## config.mk

```make
export PLATFORM = sky130hd
export DESIGN_NAME = dmem_port_arbiter
export DESIGN_NICKNAME = d
export VERILOG_FILES = /design/src/rtl/dmem_port_arbiter.sv
export SDC_FILE = /design/constraint.sdc
export NUM_CORES = 1
export LEC_CHECK = 0
export BUFFER_PORTS_ARGS = -buffer_cell sky130_fd_sc_hd__buf_4
export CORE_AREA = 2 2 120 122
export CTS_BUF_LIST = sky130_fd_sc_hd__clkbuf_16
export CTS_CLUSTER_DIAMETER = 120
export DETAILED_ROUTE_END_ITERATION = 8
export DIE_AREA = 0 0 122 124
export MAX_ROUTING_LAYER = met4
export PLACE_DENSITY = 0.7
export SYNTH_ARGS = -nofsm -noshare
export SYNTH_HDL_FRONTEND = slang
export SYNTH_SLANG_ARGS = --single-unit
```

## constraint.sdc

```tcl
create_clock -name clk -period 1.6 [get_ports clk]
set_input_delay 0.24 -clock clk [delete_from_list [all_inputs] [get_ports clk]]
set_output_delay 0.24 -clock clk [all_outputs]
set_load 0.005 [all_outputs]
```

## src/rtl/dmem_port_arbiter.sv

```systemverilog
// dmem_port_arbiter: shares the single data-memory port between the scalar
// LSU path and the vector unit. It arbitrates in IDLE, issues one latched
// command per ISSUE cycle, and waits in RWAIT for the read data, which is
// routed back to the owner only.
// Optional feature macro: VEC_ARB_TIMEOUT_EN (read-wait timeout abort).
module dmem_port_arbiter #(
    parameter int unsigned AW         = 32,
    parameter int unsigned DW         = 32,
    parameter int unsigned STARVE_MAX = 8,
    parameter int unsigned TIMEOUT    = 255
) (
    input  logic          clk,
    input  logic          rst,
    input  logic          i_s_req,
    input  logic          i_s_we,
    input  logic [AW-1:0] i_s_addr,
    input  logic [DW-1:0] i_s_wdata,
    output logic          o_s_gnt,
    output logic          o_s_rvalid,
    output logic [DW-1:0] o_s_rdata,
    input  logic          i_v_req,
    input  logic          i_v_we,
    input  logic [AW-1:0] i_v_addr,
    input  logic [DW-1:0] i_v_wdata,
    input  logic          i_v_lock,
    output logic          o_v_gnt,
    output logic          o_v_rvalid,
    output logic [DW-1:0] o_v_rdata,
    output logic [AW-1:0] o_mem_addr,
    output logic          o_mem_we,
    output logic          o_mem_re,
    output logic [DW-1:0] o_mem_wdata,
    input  logic [DW-1:0] i_mem_rdata,
    input  logic          i_mem_rvalid,
    output logic          o_busy,
    output logic          o_timeout_err
);

    localparam int unsigned SW = (STARVE_MAX < 1) ? 1 : $clog2(STARVE_MAX + 1);
    localparam logic [SW-1:0] STARVE_LIM = SW'(STARVE_MAX);

    typedef enum logic [1:0] {
        IDLE  = 2'd0,
        ISSUE = 2'd1,
        RWAIT = 2'd2
    } state_t;

    state_t        state;
    state_t        state_nxt;
    logic [SW-1:0] starve;
    logic [SW-1:0] starve_nxt;
    logic          win;
    logic          win_v;
    logic          owner_v;
    logic          we_q;
    logic [AW-1:0] addr_q;
    logic [DW-1:0] wdata_q;
    logic          tmo_fire;
    logic          issue;
    logic          rdone;
    logic [DW-1:0] rdata_sel;

    // Arbitration, next-state selection and vector starvation accounting
    always_comb begin
        state_nxt  = state;
        starve_nxt = starve;
        win        = 1'b0;
        win_v      = 1'b0;
        case (state)
            IDLE: begin
                if (i_v_lock) begin
                    // Port reserved for the vector unit; scalar never wins here
                    win   = i_v_req;
                    win_v = i_v_req;
                end else if (i_s_req && i_v_req && (starve == STARVE_LIM)) begin
                    win   = 1'b1;
                    win_v = 1'b1;
                end else if (i_s_req) begin
                    win   = 1'b1;
                end else if (i_v_req) begin
                    win   = 1'b1;
                    win_v = 1'b1;
                end
                if (win) begin
                    state_nxt = ISSUE;
                end
                if (win_v) begin
                    starve_nxt = '0;
                end else if (i_v_req && (starve != STARVE_LIM)) begin
                    starve_nxt = starve + SW'(1);
                end
            end
            ISSUE: begin
                state_nxt = we_q ? IDLE : RWAIT;
            end
            RWAIT: begin
                if (i_mem_rvalid || tmo_fire) begin
                    state_nxt = IDLE;
                end
            end
            default: begin
                state_nxt = IDLE;
            end
        endcase
    end

    // State, starve counter and latched command of the winning requester
    always_ff @(posedge clk) begin
        if (rst) begin
            state   <= IDLE;
            starve  <= '0;
            owner_v <= 1'b0;
            we_q    <= 1'b0;
            addr_q  <= '0;
            wdata_q <= '0;
        end else begin
            state  <= state_nxt;
            starve <= starve_nxt;
            if (win) begin
                owner_v <= win_v;
                we_q    <= win_v ? i_v_we    : i_s_we;
                addr_q  <= win_v ? i_v_addr  : i_s_addr;
                wdata_q <= win_v ? i_v_wdata : i_s_wdata;
            end
        end
    end

`ifdef VEC_ARB_TIMEOUT_EN
    localparam int unsigned TW = (TIMEOUT < 2) ? 1 : $clog2(TIMEOUT);
    localparam logic [TW-1:0] TMO_LAST = TW'(TIMEOUT - 1);

    logic [TW-1:0] tmo_cnt;

    // Read-wait cycle counter, restarted each time a read is issued
    always_ff @(posedge clk) begin
        if (rst) begin
            tmo_cnt <= '0;
        end else if (state == ISSUE) begin
            tmo_cnt <= '0;
        end else if ((state == RWAIT) && (tmo_cnt != TMO_LAST)) begin
            tmo_cnt <= tmo_cnt + TW'(1);
        end
    end

    // Real data arriving in the last wait cycle takes precedence over the abort
    assign tmo_fire      = (state == RWAIT) && !i_mem_rvalid && (tmo_cnt == TMO_LAST);
    assign o_timeout_err = tmo_fire;
`else
    // Without the abort path the wait is unbounded; TIMEOUT has no effect
    assign tmo_fire      = 1'b0 && (TIMEOUT != 0);
    assign o_timeout_err = 1'b0;
`endif

    // Memory command: valid only in ISSUE, address held from the latch
    assign issue       = (state == ISSUE);
    assign o_mem_addr  = addr_q;
    assign o_mem_we    = issue && we_q;
    assign o_mem_re    = issue && !we_q;
    assign o_mem_wdata = (issue && we_q) ? wdata_q : '0;
    assign o_s_gnt     = issue && !owner_v;
    assign o_v_gnt     = issue && owner_v;

    // Read return steered to the owner in the completing RWAIT cycle
    assign rdone      = (state == RWAIT) && (i_mem_rvalid || tmo_fire);
    assign rdata_sel  = i_mem_rvalid ? i_mem_rdata : '0;
    assign o_s_rvalid = rdone && !owner_v;
    assign o_v_rvalid = rdone && owner_v;
    assign o_s_rdata  = o_s_rvalid ? rdata_sel : '0;
    assign o_v_rdata  = o_v_rvalid ? rdata_sel : '0;

    assign o_busy = (state != IDLE);

endmodule

```

# Word-level counts from Yosys, hierarchy flattened
# Cells that the tools add are included.
# word_totals
out_inout_bits,136
reg_bits,72
# op_classes
n_reduce_logical,17
eq_ne,6
muxes,24
n_addsub,1
# ops
operator,count
$mux W32,6
$mux W1,12
$logic_and A1 B1 Y1,10
$mux W4,2
$mux W2,3
$pmux W2 S3,1
$add A4 B1 Y4 const B,1
$eq A4 B4 Y1 const B,1
$ne A4 B4 Y1 const B,1
$reduce_and A2 Y1,2
$reduce_bool A2 Y1,2
$eq A2 B1 Y1 const B,1
$eq A2 B2 Y1 const B,1
$logic_not A1 Y1,2
$logic_not A2 Y1,1
$ne A2 B1 Y1 const B,1
$ne A2 B2 Y1 const B,1

# Longest topological paths before layout
# logic_depth
depth_word,7
mapped_depth,8
depth_no_buf,6

# Least setup slack after synthesis
# OpenSTA, ideal clock, no wires.
# synth_timing
path_kind,register -> register
from,reg state[1]
to,"reg addr_q[11], in the netlist o_mem_addr[11]"
path_slack_ns,0.005
setup_time_ns,0.122
path_buffers,2
path_stages_with_launch,7
arrival_time_ns,1.473
required_time_ns,1.478
period_less_slack_ns,1.595
cell_sequence,dfxtp_1 or3b_4 a21oi_2 buf_6 buf_6 mux2i_1 o2bb2ai_2
# synth_between
elab_chain_len,3
word_cells_on_any_way,4
cone_classes,mux (3); reduce/logical (1)
# synth_rtl
item,line,source
"start, declared",48,state_t state;
"start signal, assigned",117,state <= state_nxt;
$logic_not A2 Y1 (*),69,case (state)
$mux W1,69,
$mux W32,122,addr_q <= win_v ? i_v_addr : i_s_addr;
"end signal, assigned",122,
"end, declared",56,logic [AW-1:0] addr_q;
# Mark *: on every way between the ends. The rest lies on a longest branch, timed or not.
# A chain may end at the register's enable or synchronous reset.

# Worst setup path in the final report
# layout_timing
from,reg starve[1]
to,reg wdata_q[12]
# layout_between
elab_chain_len,7
word_cells_on_any_way,11
cone_classes,eq/ne (1); mux (9); reduce/logical (1)
# layout_rtl
item,line,source
"start, declared",50,logic [SW-1:0] starve;
"start signal, assigned",118,starve <= starve_nxt;
$eq A4 B4 Y1 (*),75,end else if (i_s_req && i_v_req && (starve == STARVE_LIM)) begin
$logic_and A1 B1 Y1 (*),75,
$mux W1,75,
$mux W1,71,if (i_v_lock) begin
$mux W1 (2 in a row),69,
$mux W32,123,wdata_q <= win_v ? i_v_wdata : i_s_wdata;
"end signal, assigned",123,
"end, declared",57,logic [DW-1:0] wdata_q;
# Mark *: on every way between the ends. The rest lies on a longest branch, timed or not. The select of a mux whose other input is x is not followed.

==> out/qor.csv <==
stage,metric,value,unit
min_path,min-delay src,rst,
global_route,largest net degree at the start of global routing,34,
pwr,Peak VDD IR,0.873,mV
global_route,gr ovfl total,0,
sta,# setup viols final,165,
setup_path,CP max FO,7,
detailed_routing,vias per cell,4.78,
cts,"Reg clk slew, reported paths",0.06,ns
synth,mux cell area share after synthesis,16.7,%
setup_path,Reg2Reg Launch Point,starve[1],
pwr,pwr dens,724,nW/um^2
cts,Root Buffer,clkbuf_16,
sta,Max Fclk,543,MHz
setup_path,worst setup path start,starve[1],
layout,Filler Cell Count,1084,
cts,htree depth,3,
synth,post-synthesis adder-cell area fraction,0.633,%
pwr,Leakage Power,3.77,nW
global_route,first-pass GRT wire length,23100,microns
setup_path,Worst Setup Start Kind,flip-flop,
cts,CTS sink count,72,
layout,fin util,60.7,%
floorplanning,Die X,122,microns
layout,Layout Nets,889,
sta,fin worst setup slack,-0.243,ns
synth,Synth Area in XOR/XNOR,0,%
synth,syn_nets,544,
job,max-cap viol count,0,
floorplanning,Rows,43,
detailed_routing,DRT iter0 DRCs,137,
layout,area grow syn2layout,111,%
cts,Num CTS Buffers,9,
synth,top-area cell type share of the netlist area,36.5,%
global_route,GRT Util Overall,20.9,%
floorplanning,Initial Util,28.8,%
layout,multi-input logic area,2900,sq um
detailed_routing,wire length per cell,20.1,microns
synth,Synth Area in Compound Gates,21.9,%
place,GP Congestion,0.809,
synth,largest cells by area after synthesis,"dfxtp_1 36%, mux2i_1 16%, and2_1 15%",
floorplanning,DIE HEIGHT,124,microns
sta,post-layout min period,1.84,ns
detailed_routing,Initial DRT Pass Iterations,4,
floorplanning,# IOs,304,
place,I/O Buffers,302,
synth,area of the mapped netlist,3950,sq um
sta,fin crit share,115,%
synth,Post-Syn Area per Cell,10.6,sq um
layout,Final Non-Filler Cells,904,
cts,worst skew pair latency,0.34,ns
cts,CTS tree,yes,
synth,Synth cell types,32,
floorplanning,die area,15100,sq um
setup_path,Setup crit end kind,flip-flop,
sta,"Hold Vio Cnt, Final",0,
sta,clk_skew,0.00363,ns
global_route,initial antenna violation count,0,
synth,"FF+latch count, synth",72,
run_status,outcome,"complete, but fails checks",
detailed_routing,# DRC,0,
setup_path,critical path class,flip-flop to flip-flop,
synth,largest family of logic cells by synthesized area,compound AO/OA/AOI/OAI gates,
synth,cell type with the largest total area after synthesis,dfxtp_1,
min_path,hold crit path type,input port to flip-flop,
detailed_routing,Routed Antenna Nets,0,
layout,Reg area,1450,sq um
layout,n_diodes,0,
synth,Ys Warns,0,
layout,"most common cell after layout, fill and taps aside",buf_4,
layout,"leading cell types in the layout, fill and taps excluded","295 x buf_4, 75 x and2_1, 68 x dfxtp_1",
detailed_routing,DR vias,4323,
sta,"Slew Viols, Final",0,
global_route,vias in the first global route,4251,
run_status,failing checks,setup timing,
synth,Simple-Gate Fraction of Synth Area,19.1,%
floorplanning,Core Box Area,13700,sq um
synth,Syn Inst Count,374,
detailed_routing,Total Routed Length,18200,microns
place,placed wire-length estimate,11200,microns
place,Post-Place Worst Slack,-0.138,ns
layout,fraction of layout cells with a size suffix above 1,70.6,%
setup_path,Worst Path Required,1.82,ns
sta,RSZ-0062 raised after global routing,yes,
synth,"Seq/Total Area, Yosys",36.5,%
place,# placed instances,849,
setup_path,crit path DAT,2.06,ns
cts,Clock Path Buffers,2,
==> through the flow <==
stage	cell area (sq um)	TNS (ns)	hold slack [ns]	power, mW
after global routing	8320	-40.22	0.156	6.27
after detailed placement	6570	-5.48	0.438	3.40
final	8320	-28.80	0.152	6.02
after CTS	7640	-26.12	0.137	5.76
after global placement	6570	-2.16	0.437	3.37
after floorplan	3950	0	0.309	2.69
==> worst max-delay path, cell delays in order (launching register included) <==
cell and delay (ns):
dfxtp_2 0.32, inv_2 0.08, ha_4 0.14, nand3b_1 0.16, a21oi_4 0.21, buf_12 0.17
buf_12 0.13, buf_16 0.12, mux2i_1 0.29, o2bb2ai_2 0.09
==> routing by layer <==
metal  global-route usage [%]  part of all wire, %  up-vias
met5                        -                    0        -
li1                         -                    -     2030
met3                     5.22                  6.0       20
met4                     5.10                  1.6        0
met2                     40.5                   56      179
met1                     21.0                   36     2094
==> cell usage after synthesis <==
| master | instances |
|---|---|
| nor3b_1 | 1 |
| and2_1 | 96 |
| mux2i_1 | 65 |
| conb_1 | 1 |
| a21oi_1 | 3 |
| nor2b_1 | 2 |
| buf_6 | 5 |
| nand3_1 | 2 |
| nand2_1 | 1 |
| ha_1 | 2 |
| nor2_1 | 9 |
| o2bb2ai_2 | 39 |
| o21bai_1 | 1 |
| buf_2 | 11 |
| or2_1 | 2 |
| o2bb2ai_1 | 26 |
| nand2b_1 | 1 |
| inv_1 | 6 |
| buf_4 | 3 |
| nand3b_1 | 2 |
| mux2_2 | 1 |
| dfxtp_1 | 72 |
| a31oi_1 | 1 |
| or3_1 | 1 |
| and2b_1 | 1 |
| or3b_4 | 1 |
| o21ai_0 | 1 |
| or3b_2 | 1 |
| clkbuf_1 | 12 |
| a21oi_2 | 1 |
| and3_1 | 3 |
| a41oi_1 | 1 |
==> worst paths after layout <==
kind	end	slack [ns]	cells past startpoint
worst max register to register	wdata_q[12]	-0.24	9
worst min register to register	wdata_q[2]	0.46	1
worst max-delay path	wdata_q[12]	-0.24	9
worst min-delay path	starve[0]	0.15	2
==> layout make-up <==
| type | instances | share of cell area, % |
|---|---|---|
| clock buffer | 9 | 2.71 |
| clock inverter | 7 | 0.752 |
| inverter | 6 | 0.271 |
| multi-input combinational | 266 | 34.9 |
| sequential | 72 | 17.4 |
| tap | 180 | 2.71 |
| timing repair buffer | 364 | 41.3 |
==> state kept, by name, summed over array words and instances (netlist names) <==
register / flops
we_q: 1
o_mem_addr: 32
state: 2
wdata_q: 32
owner_v: 1
starve: 4
==> cells by family (layout without fill, tap and decap cells) <==
group	count (synthesis)	count (layout)
multiplexers	66	66
adder cells (fa/ha/maj)	2	2
flip-flops	72	72
other	1	1
buffers and inverters	37	386
AO/OA/AOI/OAI	73	73
AND/OR/NAND/NOR	123	124
==> report_power, final <==
part	total, mW	switching (mW)	internal, mW
registers	2.11	0.140	1.97
logic	1.94	0.764	1.17
clock network	1.98	0.786	1.19
==> what timing repair did <==
item,4_1_cts,5_1_grt
pin swaps,33,26
hold buffers,0,0
gates cloned,12,10
resized for setup,89,84
hold endpoints to repair,0,0
setup buffers,9,12
endpoints found under the setup margin,168,170
Power figures use the tool's default switching activity.
